==> config.mk <==
export PLATFORM = sky130hd
export DESIGN_NAME = spi_flash_read_arbiter
export DESIGN_NICKNAME = d
export VERILOG_FILES = /design/src/rtl/spi_flash_pkg.sv /design/src/rtl/rr_picker.sv /design/src/rtl/spi_flash_read_arbiter.sv
export SDC_FILE = /design/constraint.sdc
export NUM_CORES = 1
export LEC_CHECK = 0
export ABC_AREA = 1
export CAP_MARGIN = 20
export CORE_MARGIN = 3
export CORE_UTILIZATION = 47
export DETAILED_ROUTE_END_ITERATION = 10
export PLACE_DENSITY = 0.95
export SLEW_MARGIN = 20
export SYNTH_ARGS = -nofsm -noshare
export SYNTH_HDL_FRONTEND = slang
export SYNTH_HIERARCHICAL = 1
export SYNTH_SLANG_ARGS = --single-unit
==> constraint.sdc <==
create_clock -name system_clk -period 9.9 [get_ports system_clk]
set_input_delay 0.99 -clock system_clk [delete_from_list [all_inputs] [get_ports system_clk]]
set_output_delay 0.99 -clock system_clk [all_outputs]
set_load 0.01 [all_outputs]
==> src/rtl/spi_flash_pkg.sv <==
// Shared definitions for the SPI flash read path: arbiter FSM encoding,
// engine mode codes and the die address limit also used by the read engine.
package spi_flash_pkg;

  // Arbiter FSM states
  typedef enum logic [1:0] {
    ST_IDLE    = 2'd0,
    ST_BUSY    = 2'd1,
    ST_RELEASE = 2'd2,
    ST_FAULT   = 2'd3
  } state_t;

  // Engine read modes
  localparam logic [1:0] MODE_SINGLE  = 2'd0;
  localparam logic [1:0] MODE_DUAL    = 2'd1;
  localparam logic [1:0] MODE_QUAD    = 2'd2;
  localparam logic [1:0] MODE_ILLEGAL = 2'd3;

  // Last byte address of one flash die
  localparam logic [31:0] FLASH_DIE_LIMIT = 32'h01FF_FFFF;

  // True when the engine can execute the given mode
  function automatic logic mode_is_legal(input logic [1:0] mode);
    return mode != MODE_ILLEGAL;
  endfunction

endpackage

==> src/rtl/rr_picker.sv <==
// Combinational round-robin priority encoder: first asserted request at or
// after i_rr_ptr, wrapping modulo N_REQ. i_rr_ptr must be below N_REQ.
module rr_picker #(
  parameter int N_REQ = 3,
  parameter int IDX_W = (N_REQ > 1) ? $clog2(N_REQ) : 1
) (
  input  logic [N_REQ-1:0] i_req,
  input  logic [IDX_W-1:0] i_rr_ptr,
  output logic             o_valid,
  output logic [IDX_W-1:0] o_idx,
  output logic [N_REQ-1:0] o_onehot
);

  logic [IDX_W:0]   w_sum;
  logic [IDX_W-1:0] w_pos;

  // Scan from the pointer upward; the first hit wins
  always_comb begin
    o_valid  = 1'b0;
    o_idx    = '0;
    o_onehot = '0;
    w_sum    = '0;
    w_pos    = '0;
    for (int k = 0; k < N_REQ; k++) begin
      w_sum = {1'b0, i_rr_ptr} + (IDX_W+1)'(k);
      if (w_sum >= (IDX_W+1)'(N_REQ)) begin
        w_sum = w_sum - (IDX_W+1)'(N_REQ);
      end
      w_pos = w_sum[IDX_W-1:0];
      if (!o_valid && i_req[w_pos]) begin
        o_valid = 1'b1;
        o_idx   = w_pos;
      end
    end
    if (o_valid) begin
      o_onehot[o_idx] = 1'b1;
    end
  end

endmodule

==> src/rtl/spi_flash_read_arbiter.sv <==
// Shares one SPI flash read engine between N_REQ requesters. Round-robin
// arbitration, request validation, transfer timeout with sticky fault.
//
// Handshake: a requester raises req[i] with its start/end/mode slice stable
// and holds it until it sees done[i] or err[i] (one-cycle pulses), then drops
// req[i] in that same cycle. grant[i] is high while the engine works for i.
// The engine sees eng_start_flag high for the whole transfer except in the
// cycle it reports eng_read_finish, so it never re-launches.
module spi_flash_read_arbiter
  import spi_flash_pkg::*;
#(
  parameter int N_REQ          = 3,
  parameter int ADDR_W         = 32,
  parameter int TIMEOUT_CYCLES = 2**20,
  parameter int TMO_W          = 21
) (
  input  logic                    system_clk,
  input  logic                    system_reset,
  input  logic [N_REQ-1:0]        req,
  input  logic [N_REQ*ADDR_W-1:0] req_start_addr,
  input  logic [N_REQ*ADDR_W-1:0] req_end_addr,
  input  logic [N_REQ*2-1:0]      req_mode,
  output logic [N_REQ-1:0]        grant,
  output logic [N_REQ-1:0]        done,
  output logic [N_REQ-1:0]        err,
  output logic                    fault,
  output logic                    eng_start_flag,
  output logic [ADDR_W-1:0]       eng_start_addr,
  output logic [ADDR_W-1:0]       eng_end_addr,
  output logic [1:0]              eng_mode,
  input  logic                    eng_read_finish,
  output state_t                  dbg_state
);

  localparam int IDX_W = (N_REQ > 1) ? $clog2(N_REQ) : 1;
  localparam logic [TMO_W-1:0] TMO_LAST = TMO_W'(TIMEOUT_CYCLES - 1);

  state_t             r_state;
  logic [IDX_W-1:0]   r_rr_ptr;
  logic [IDX_W-1:0]   r_win_idx;
  logic [N_REQ-1:0]   r_grant;
  logic [N_REQ-1:0]   r_done;
  logic [N_REQ-1:0]   r_err;
  logic               r_fault;
  logic [ADDR_W-1:0]  r_eng_start;
  logic [ADDR_W-1:0]  r_eng_end;
  logic [1:0]         r_eng_mode;
  logic [TMO_W-1:0]   r_tmo;

  logic               w_pick_valid;
  logic [IDX_W-1:0]   w_pick_idx;
  logic [N_REQ-1:0]   w_pick_onehot;
  logic [ADDR_W-1:0]  w_sel_start;
  logic [ADDR_W-1:0]  w_sel_end;
  logic [1:0]         w_sel_mode;
  logic               w_sel_bad;
  logic               w_err_busy;

  // Pointer advance past a served or rejected requester
  function automatic logic [IDX_W-1:0] f_next(input logic [IDX_W-1:0] idx);
    if (idx == IDX_W'(N_REQ - 1)) begin
      return '0;
    end
    return idx + 1'b1;
  endfunction

  rr_picker #(
    .N_REQ (N_REQ),
    .IDX_W (IDX_W)
  ) u_rr_picker (
    .i_req    (req),
    .i_rr_ptr (r_rr_ptr),
    .o_valid  (w_pick_valid),
    .o_idx    (w_pick_idx),
    .o_onehot (w_pick_onehot)
  );

  // Only the candidate's slice is looked at; other slices may move freely
  assign w_sel_start = req_start_addr[w_pick_idx*ADDR_W +: ADDR_W];
  assign w_sel_end   = req_end_addr[w_pick_idx*ADDR_W +: ADDR_W];
  assign w_sel_mode  = req_mode[w_pick_idx*2 +: 2];
  assign w_sel_bad   = (w_sel_end < w_sel_start) || !mode_is_legal(w_sel_mode);

  // While an err pulse is on the wire the requester has not yet dropped req;
  // skipping arbitration for that cycle avoids rejecting it twice.
  assign w_err_busy  = |r_err;

  // Arbitration FSM, engine parameter registers and timeout counter
  always_ff @(posedge system_clk or posedge system_reset) begin
    if (system_reset) begin
      r_state     <= ST_IDLE;
      r_rr_ptr    <= '0;
      r_win_idx   <= '0;
      r_grant     <= '0;
      r_done      <= '0;
      r_err       <= '0;
      r_fault     <= 1'b0;
      r_eng_start <= '0;
      r_eng_end   <= '0;
      r_eng_mode  <= '0;
      r_tmo       <= '0;
    end else begin
      r_done <= '0;
      r_err  <= '0;
      case (r_state)
        ST_IDLE: begin
          if (r_fault) begin
            r_state <= ST_FAULT;
          end else if (w_pick_valid && !w_err_busy) begin
            r_win_idx   <= w_pick_idx;
            r_eng_start <= w_sel_start;
            r_eng_end   <= w_sel_end;
            r_eng_mode  <= w_sel_mode;
            if (w_sel_bad) begin
              r_err    <= w_pick_onehot;
              r_rr_ptr <= f_next(w_pick_idx);
            end else begin
              r_grant <= w_pick_onehot;
              r_tmo   <= '0;
              r_state <= ST_BUSY;
            end
          end
        end
        ST_BUSY: begin
          r_tmo <= r_tmo + 1'b1;
          if (eng_read_finish) begin
            r_done  <= r_grant;
            r_grant <= '0;
            r_state <= ST_RELEASE;
          end else if (r_tmo == TMO_LAST) begin
            r_err   <= r_grant;
            r_grant <= '0;
            r_fault <= 1'b1;
            r_state <= ST_FAULT;
          end
        end
        ST_RELEASE: begin
          r_grant  <= '0;
          r_rr_ptr <= f_next(r_win_idx);
          r_state  <= ST_IDLE;
        end
        ST_FAULT: begin
          // Engine may still be reading; refuse everyone until reset
          r_grant <= '0;
          if (w_pick_valid && !w_err_busy) begin
            r_err    <= w_pick_onehot;
            r_rr_ptr <= f_next(w_pick_idx);
          end
        end
        default: begin
          r_state <= ST_IDLE;
        end
      endcase
    end
  end

  // Start flag is combinational so it drops in the finish cycle and on reset
  assign eng_start_flag = (r_state == ST_BUSY) && !eng_read_finish;

  assign grant          = r_grant;
  assign done           = r_done;
  assign err            = r_err;
  assign fault          = r_fault;
  assign eng_start_addr = r_eng_start;
  assign eng_end_addr   = r_eng_end;
  assign eng_mode       = r_eng_mode;
  assign dbg_state      = r_state;

endmodule

==> reports/summary.txt, run 1 <==
run status -> finished, final reports clean
DR WL/cell -> 17.2 um
Synthesized Nets -> 1151
Initial Util -> 49.1%
internal reg-to-reg setup slack -> 4640 ps
commonest non-fill, non-tap cell in the layout -> nand2_1
DR DRC count -> 0
die span in y -> 125 um
Rel. slew slack -> 27.8%
most used cell, CP -> nand2_1
post-synth top area share -> 38.9%
maxcap violations -> 0
RSZ-0062 raised after global routing -> no
HP Start -> eng_end_addr[25]
core area -> 13500 um^2
Die Width -> 125 um
pre-CTS setup slack -> 4090 ps
largest net degree at the start of global routing -> 104
YS warnings -> 6
part of the Yosys area used for sequential elements -> 38.9%
share of layout cells above drive strength 1 -> 4.19%
worst-path fanout max -> 64
Crit Path Class -> in2reg
worst r2r dst -> r_tmo[9]
CTS tree -> yes
Clock Path Buffers -> 2
IO Count -> 283
worst setup margin -> 4410 ps
hold path cells -> 2
first-pass GRT wire length -> 37200 um
WP data arrival -> 5720 ps
Clock transition at path regs -> 60 ps
NumNets Final -> 1411
Fillers -> 976
Synth Cell Area -> 6630 um^2
initial antenna violation count -> 0
H-tree depth -> 3
DRT iter0 DRCs -> 501
final cell count without fillers -> 1345
storage element area -> 2580 um^2
FF+latch count, synth -> 103
Final Skew -> 5.46 ps
number of global-route vias before repair -> 7534
CTS Buf Count -> 9
DRT Pass-1 Iters -> 7
row count -> 42
setup TNS -> 0 ps
pwr/cell area -> 226 nW/um^2
Distinct cells, synth -> 38
Worst-Skew Late Latency -> 340 ps
clock root buffer -> clkbuf_16
Overall Global Routing Usage -> 29.3%
final wirelength -> 23200 um
Synth area leader -> dfrtp_1
crit start category -> input port
area of the multi-input gates -> 3700 um^2
Hold Vio Cnt, Final -> 0
cts hold-fix bufs -> 0
P_leak -> 4.64 nW
final setup vio count -> 0
WP data required -> 10130 ps
VDD IR max -> 160 uV
Area contributors post-synth -> dfrtp_1, nand2_1, ha_1, a22oi_1, o21ai_0
Port Buf Inserts -> 282
dpl cells -> 1329
Worst-Margin Slew -> 1080 ps
CTS resizes -> 0
clock sink count -> 103
hold crit path type -> reg2reg
R2R depth -> 25
min Tclk post-route -> 5490 ps
Via density -> 5.52
total global routing overflow -> 0
Die ar. -> 15600 um^2
reg2reg start -> r_rr_ptr[0]
Crit. End Element -> flop
Placer Congestion -> 0.867
fin. max-slew vios -> 0
slowest stage cell, crit path -> buf_4
Largest stage delay, worst path -> 530 ps
Ant. Diodes -> 0
most frequent cells in the layout -> nand2_1, clkdlybuf4s50_1, dfrtp_1, a22oi_1, inv_1
via count -> 7429
Post-CTS Setup Repair Bufs -> 0
sink of the worst hold path -> eng_end_addr[25]
Syn Inst Count -> 904
Avg Cell Area, Syn -> 7.33 um^2
Area Overhead vs Synth -> 48.9%
Final HPWL DP -> 17800 um
Post-DRT Antenna Nets -> 0
Max Freq -> 0.182 GHz
Tcrit/Tclk final -> 55.5%
[worst max path at each step]
stage                      start   endpoint  slack [ps]  depth (start not counted)
final                     req[2]   r_tmo[9]        4410                         25
after global routing      req[2]  r_tmo[20]        3970                         25
after CTS                 req[2]   r_tmo[9]        4400                         25
after global placement    req[2]  r_tmo[19]        4360                         25
after floorplan           req[2]   r_tmo[8]        5720                         22
after detailed placement  req[2]  r_tmo[17]        4090                         25
[through the flow]
step	area (um^2)	hold WS (ps)	power [W]	utilization, %
after floorplan	6630	442	0.00142	-
after global placement	9580	459	0.00180	70.9
after detailed placement	9580	465	0.00186	70.9
after CTS	9870	482	0.00223	73.1
after global routing	9870	511	0.00244	73.1
final	9870	482	0.00223	73.1
[layer usage]
| layer | vias to the layer above | GRT usage (%) | wire length (um) |
|---|---|---|---|
| li1 | 3510 | - | - |
| met1 | 3483 | 33.2 | 8570 |
| met2 | 343 | 51.3 | 11700 |
| met3 | 93 | 6.86 | 1710 |
| met4 | 0 | 15.5 | 1250 |
| met5 | - | 0 | 0 |
[layout make-up]
class | instances | share of cell area [%]
clock buffers | 12 | 2.50
clock inverters | 4 | 0.456
inverters | 58 | 2.23
multi-input cells | 705 | 37.5
flip-flops and latches | 103 | 26.1
well taps | 176 | 2.23
repair buffers | 287 | 29.0
[worst max-delay path: cells and delay by family]
| kind | cells | cell delay (ps) |
|---|---|---|
| buffers and inverters | 6 | 1380 |
| adder cells (fa/ha/maj) | 1 | 370 |
| AO/OA/AOI/OAI | 4 | 920 |
| AND/OR/NAND/NOR | 14 | 2030 |
[registers in the layout, summed over array words and instances (netlist names), 3 cells and up]
| signal | cells |
|---|---|
| eng_start_addr | 32 |
| r_tmo | 21 |
| eng_end_addr | 32 |
| grant | 3 |
| err | 3 |
| done | 3 |
[cell usage after synthesis (all sizes together)]
master / n
o31ai: 1
nor4: 1
o21bai: 1
nand3b: 1
buf: 4
o211ai: 1
a22oi: 54
dfrtp: 103
a31oi: 3
clkbuf: 34
nor2: 54
nand4: 5
nand3: 41
ha: 43
o221ai: 1
a211oi: 2
nand2: 372
xor2: 3
o21ai: 52
and2: 1
clkinv: 2
and3: 2
inv: 56
o22ai: 4
nor3: 7
o21a: 1
a21boi: 26
a21oi: 29
[where the power goes]
group	internal, W	switching [W]	total, W
logic	0.000530	0.000916	0.00145
clock network	0.000202	0.000150	0.000352
registers	0.000430	0.00000651	0.000436
total	0.00116	0.00107	0.00223
[logic make-up (layout without fill, tap and decap cells)]
kind of cell,count (synthesis),count (layout),share of synthesized area [%]
XOR/XNOR,3,3,0.397
AND/OR/NAND/NOR,484,484,30.1
AO/OA/AOI/OAI,175,175,16.8
buffers and inverters,96,361,5.72
flip-flops,103,103,38.9
adder cells (fa/ha/maj),43,43,8.12
Note: power is estimated with default switching activity, not from simulation.
==> run 2: changes to the inputs <==
Settings changed: CORE_UTILIZATION 47 to 39, PLACE_DENSITY 0.95 to 0.86.
Clock period 9.9 ns to 4.8 ns, I/O delays scaled along.
==> run 2 against run 1 <==
Compared with the run above:
- worst hold slack worse by 0.85 ps
- wire length fell by 0.35%
- utilization is 13 points lower
- non-clock buffer count is 7 higher
- clock-buffer cell count fell by 3
- design area rose by 1.8%
- highest routed layer unchanged
==> reports/summary.txt, run 2 (synthesis results as in run 1) <==
H-tree depth -> 3
IO Count -> 283
commonest non-fill, non-tap cell in the layout -> nand2_1
Largest stage delay, worst path -> 410 ps
Worst-Skew Late Latency -> 360 ps
Worst-Margin Slew -> 943 ps
Tcrit/Tclk final -> 92.1%
first-pass GRT wire length -> 35500 um
pwr/cell area -> 474 nW/um^2
sink of the worst hold path -> eng_end_addr[25]
DR WL/cell -> 16.6 um
total global routing overflow -> 0
critical path, cell by cell -> inv_1, ha_1, o21ai_0, nand2_2, nand4_1, nand3_4, inv_1, nor2_4, buf_4, clkbuf_16, a22oi_1, nand2_1, ha_1, nand4_1, a21oi_1, nor4_1, buf_4, nand2_1, nand2_1, nand2_1, nand2_2, o21ai_0, o21ai_0
Via density -> 5.22
most used cell, CP -> nand2_1
row count -> 47
Final HPWL DP -> 17300 um
worst setup margin -> 378 ps
NumNets Final -> 1418
Initial Util -> 40.0%
most frequent cells in the layout -> nand2_1, clkdlybuf4s50_1, dfrtp_1, a22oi_1, inv_1
VDD IR max -> 413 uV
DRT Pass-1 Iters -> 5
WP data arrival -> 4640 ps
Area Overhead vs Synth -> 51.6%
DRT iter0 DRCs -> 617
placed cell areas -> 9710 um^2
Die ar. -> 18600 um^2
final wirelength -> 23100 um
Max Freq -> 0.226 GHz
pre-CTS setup slack -> 207 ps
hold path cells -> 2
fin. max-slew vios -> 0
WP data required -> 5010 ps
CTS Buf Count -> 9
Placer Congestion -> 0.903
hold slack -> 482 ps
P_leak -> 4.68 nW
crit start category -> flop
clock root buffer -> clkbuf_16
hold crit path type -> reg2reg
Post-DRT Antenna Nets -> 0
maxcap violations -> 0
DR DRC count -> 0
share of layout cells above drive strength 1 -> 4.85%
Port Buf Inserts -> 282
Fillers -> 1454
Overall Global Routing Usage -> 24.1%
final setup vio count -> 0
run status -> finished, final reports clean
die span in y -> 136 um
Final Skew -> 11.2 ps
R2R depth -> 23
Crit Path Class -> reg2reg
Clock transition at path regs -> 80 ps
largest net degree at the start of global routing -> 76
slowest stage cell, crit path -> dfrtp_1
initial antenna violation count -> 1
core area -> 16600 um^2
cts hold-fix bufs -> 0
via count -> 7293
RSZ-0062 raised after global routing -> no
Hold Vio Cnt, Final -> 0
clock sink count -> 103
internal reg-to-reg setup slack -> 380 ps
worst r2r dst -> r_rr_ptr[1]
HP Start -> eng_end_addr[25]
reg2reg start -> r_rr_ptr[0]
CTS tree -> yes
total chip power -> 0.00476 W
Rel. slew slack -> 37.1%
Final Cell Area -> 10000 um^2
setup TNS -> 0 ps
Clock Path Buffers -> 2
number of global-route vias before repair -> 7229
Crit. End Element -> flop
storage element area -> 2580 um^2
worst-path fanout max -> 32
min Tclk post-route -> 4420 ps
area of the multi-input gates -> 3710 um^2
Die Width -> 136 um
-- run 2: area by class of cell --
type	count	share of cell area, %
Inverter	58	2.19
Tap cell	220	2.74
Sequential cell	103	25.7
Antenna cell	1	0.0249
Clock inverter	6	0.623
Multi-Input combinational cell	705	37.0
Clock buffer	9	2.24
Timing Repair Buffer	294	29.5
-- run 2: power breakdown --
| group | internal (W) | leakage, nW | total, W | switching, W |
|---|---|---|---|---|
| combinational | 0.00122 | 3.13 | 0.00312 | 0.00191 |
| clock | 0.000400 | 0.133 | 0.000740 | 0.000340 |
| sequential | 0.000886 | 1.42 | 0.000899 | 0.0000132 |
-- run 2: layer usage --
layer | wire length, um | track usage (%) | up-vias | share of wire, %
met2 | 11800 | 43.0 | 287 | 51
met5 | 0 | 0 | - | 0
met4 | 693 | 9.35 | 0 | 3.0
li1 | - | - | 3527 | -
met3 | 1590 | 5.44 | 47 | 6.9
met1 | 8980 | 28.2 | 3432 | 39
-- run 2: critical path: cells and delay by family (launching register included) --
family / cells / cell delay [ps]
DFF: 1 / 410
buffers and inverters: 5 / 790
AOI/OAI and AO/OA: 5 / 1130
and+or+nand+nor: 11 / 1210
adders and majority gates: 2 / 710
-- run 2: how the worst max path moves through the flow --
| stage | slack, ps | depth (start not counted) | startpoint | endpoint |
|---|---|---|---|---|
| floorplan | 850 | 23 | r_rr_ptr[0] | r_tmo[8] |
| global placement | 310 | 24 | req[2] | r_tmo[19] |
| detailed placement | 210 | 24 | req[2] | r_tmo[0] |
| CTS | 250 | 24 | r_rr_ptr[0] | r_tmo[5] |
| global route | 10 | 27 | r_rr_ptr[0] | r_tmo[15] |
| finish | 380 | 23 | r_rr_ptr[0] | r_rr_ptr[1] |
-- run 2: through the flow --
step | instances | util [%]
finish | 1396 | 60.6
global route | 1396 | 60.6
CTS | 1393 | 60.3
detailed placement | 1378 | 58.5
global placement | 1378 | 58.5
floorplan | 904 | -
-- run 2: what timing repair did --
action	CTS	global route
endpoints found under the hold margin	0	0
gates resized for setup	0	3
setup buffers	0	1
setup endpoints to repair	0	25
==> run 3: changes to the inputs <==
Settings changed: CORE_UTILIZATION 39 to 43, PLACE_DENSITY 0.86 to 0.89.
Clock period 4.8 ns to 4.27 ns, I/O delays scaled along.
==> run 3 against run 2 <==
Compared with the run above:
- clock skew decreased by 5.8 ps
- utilization increased by 11 points
- power increased by 30%
- worst hold slack about the same
- final cell count increased by 0.79%
- register-to-register slack got worse by 240 ps
- combinational power increased by 37%
- sequential share of layout area decreased by 1.2 points
- non-clock buffer count increased by 48
- sequential cell count unchanged
- clock-buffer cell count increased by 3
- critical path type unchanged
- critical endpoint is now r_rr_ptr[0]
- largest cell class unchanged
==> reports/summary.txt, run 3 (synthesis results as in run 1) <==
run status -> finished, final reports clean
via count -> 7472
Clk pwr share -> 14.9%
Tcrit/Tclk final -> 96.9%
P_leak -> 4.98 nW
maxcap violations -> 0
Post-DRT Antenna Nets -> 0
VDD IR max -> 465 uV
first-pass GRT wire length -> 36100 um
slowest stage cell, crit path -> dfrtp_2
Net Sw Power -> 0.00274 W
Clock transition at path regs -> 70 ps
Internal -> 0.00346 W
DR WL/cell -> 16.9 um
Final HPWL DP -> 18100 um
H-tree depth -> 3
pwr/cell area -> 588 nW/um^2
Worst-Margin Slew -> 929 ps
combinational power share -> 68.7%
Area Overhead vs Synth -> 59.2%
Max Freq -> 0.242 GHz
DRT iter0 DRCs -> 460
sequential cell fraction of total power -> 16.4%
Placer Congestion -> 0.899
Final Core Density -> 71.2%
most used cell, CP -> nand2_1
Rel. slew slack -> 38.1%
Sw Share -> 44.2%
commonest non-fill, non-tap cell in the layout -> nand2_1
CTS Buf Count -> 9
Initial Util -> 44.8%
hold crit path type -> reg2reg
Fillers -> 1090
fin. max-slew vios -> 0
Via density -> 5.31
Clock Path Buffers -> 2
core area -> 14800 um^2
final wirelength -> 23800 um
Hold Vio Cnt, Final -> 0
CP Capture Point -> r_rr_ptr[0]
DRT Pass-1 Iters -> 7
Setup crit start -> r_rr_ptr[0]
clock root buffer -> clkbuf_16
DR DRC count -> 0
final setup vio count -> 0
number of global-route vias before repair -> 7410
cts hold-fix bufs -> 0
most frequent cells in the layout -> nand2_1, clkdlybuf4s50_1, dfrtp_1, a22oi_1, buf_4
setup TNS -> 0 ps
initial antenna violation count -> 1
Crit Path Class -> reg2reg
Crit. End Element -> flop
NumNets Final -> 1466
clock sink count -> 103
internal reg-to-reg setup slack -> 130 ps
min Tclk post-route -> 4140 ps
reg2reg start -> r_rr_ptr[0]
Largest stage delay, worst path -> 440 ps
storage element area -> 2580 um^2
row count -> 44
worst-path fanout max -> 12
die span in y -> 130 um
Overall Global Routing Usage -> 27.0%
WP data arrival -> 4390 ps
Die ar. -> 16900 um^2
area of the multi-input gates -> 3810 um^2
Worst-Skew Late Latency -> 340 ps
Die Width -> 130 um
Final Skew -> 5.47 ps
total global routing overflow -> 0
Ant. Diodes -> 0
Port Buf Inserts -> 282
crit start category -> flop
share of layout cells above drive strength 1 -> 10.4%
R2R depth -> 29
CTS tree -> yes
IO Count -> 283
largest net degree at the start of global routing -> 103
WP data required -> 4520 ps
worst r2r dst -> r_rr_ptr[0]
run 3: cell count changes in the layout (fill, tap and decap cells not counted), sizes merged:
cell	before	now
buf	11	59
bufinv	1	2
clkbuf	10	13
clkinv	4	3
clkinvlp	3	0
diode	1	0
run 3: timing repair:
action                     4_1_cts  5_1_grt
setup endpoints to repair        1       31
gates resized for setup          0       38
cloned                           0        1
setup buffers                    1        9
pin swaps                        1       11
run 3: critical path: cells and delay by family, from the launching register on:
kind / cells / cell delay [ps]
DFF: 1 / 440
buffers and inverters: 10 / 1150
adders and majority gates: 2 / 530
AOI/OAI and AO/OA: 3 / 420
and+or+nand+nor: 14 / 1470
run 3: metrics by stage:
| stage | setup slack [ps] | area, um^2 | power (W) | hold slack [ps] | std cells |
|---|---|---|---|---|---|
| 3_5_place_dp | -17.0 | 9980 | 0.00483 | 464 | 1381 |
| 6_report | 134 | 10600 | 0.00620 | 481 | 1407 |
| 3_3_place_gp | 92.0 | 9980 | 0.00470 | 456 | 1381 |
| 5_1_grt | -79.0 | 10600 | 0.00668 | 499 | 1407 |
| 4_1_cts | 16.5 | 10300 | 0.00578 | 483 | 1397 |
| 2_1_floorplan | 318 | 6630 | 0.00329 | 442 | 904 |
run 3: how the worst min path moves through the flow:
stage                startpoint          endpoint  cells after the start
6_report       eng_end_addr[29]  eng_end_addr[29]                      2
5_1_grt         eng_end_addr[8]   eng_end_addr[8]                      2
4_1_cts        eng_end_addr[29]  eng_end_addr[29]                      2
3_5_place_dp   eng_end_addr[29]  eng_end_addr[29]                      2
3_3_place_gp          r_tmo[20]         r_tmo[20]                      2
2_1_floorplan         r_tmo[20]         r_tmo[20]                      2
run 3: per-layer routing:
metal / vias up / wire length (um) / GRT usage [%]
li1: 3608 / - / -
met1: 3519 / 9010 / 31.4
met2: 296 / 12500 / 48.5
met3: 47 / 1680 / 7.00
met4: 2 / 650 / 8.50
met5: - / 9 / 0
run 3: layout make-up:
| cell class | count | area share (%) |
|---|---|---|
| inverters | 58 | 2.09 |
| clock inverters | 3 | 0.617 |
| flip-flops and latches | 103 | 24.5 |
| multi-input cells | 705 | 36.1 |
| repair buffers | 342 | 32.0 |
| clock buffers | 12 | 2.53 |
| well taps | 184 | 2.18 |
run 3: power by group through the flow:
stage | Combinational [W] | Sequential (W) | Clock, W
global route | 0.00470 | 0.00102 | 0.000963
global placement | 0.00367 | 0.00103 | 0
floorplan | 0.00225 | 0.00103 | 0
CTS | 0.00384 | 0.00101 | 0.000929
detailed placement | 0.00380 | 0.00103 | 0
finish | 0.00426 | 0.00102 | 0.000922
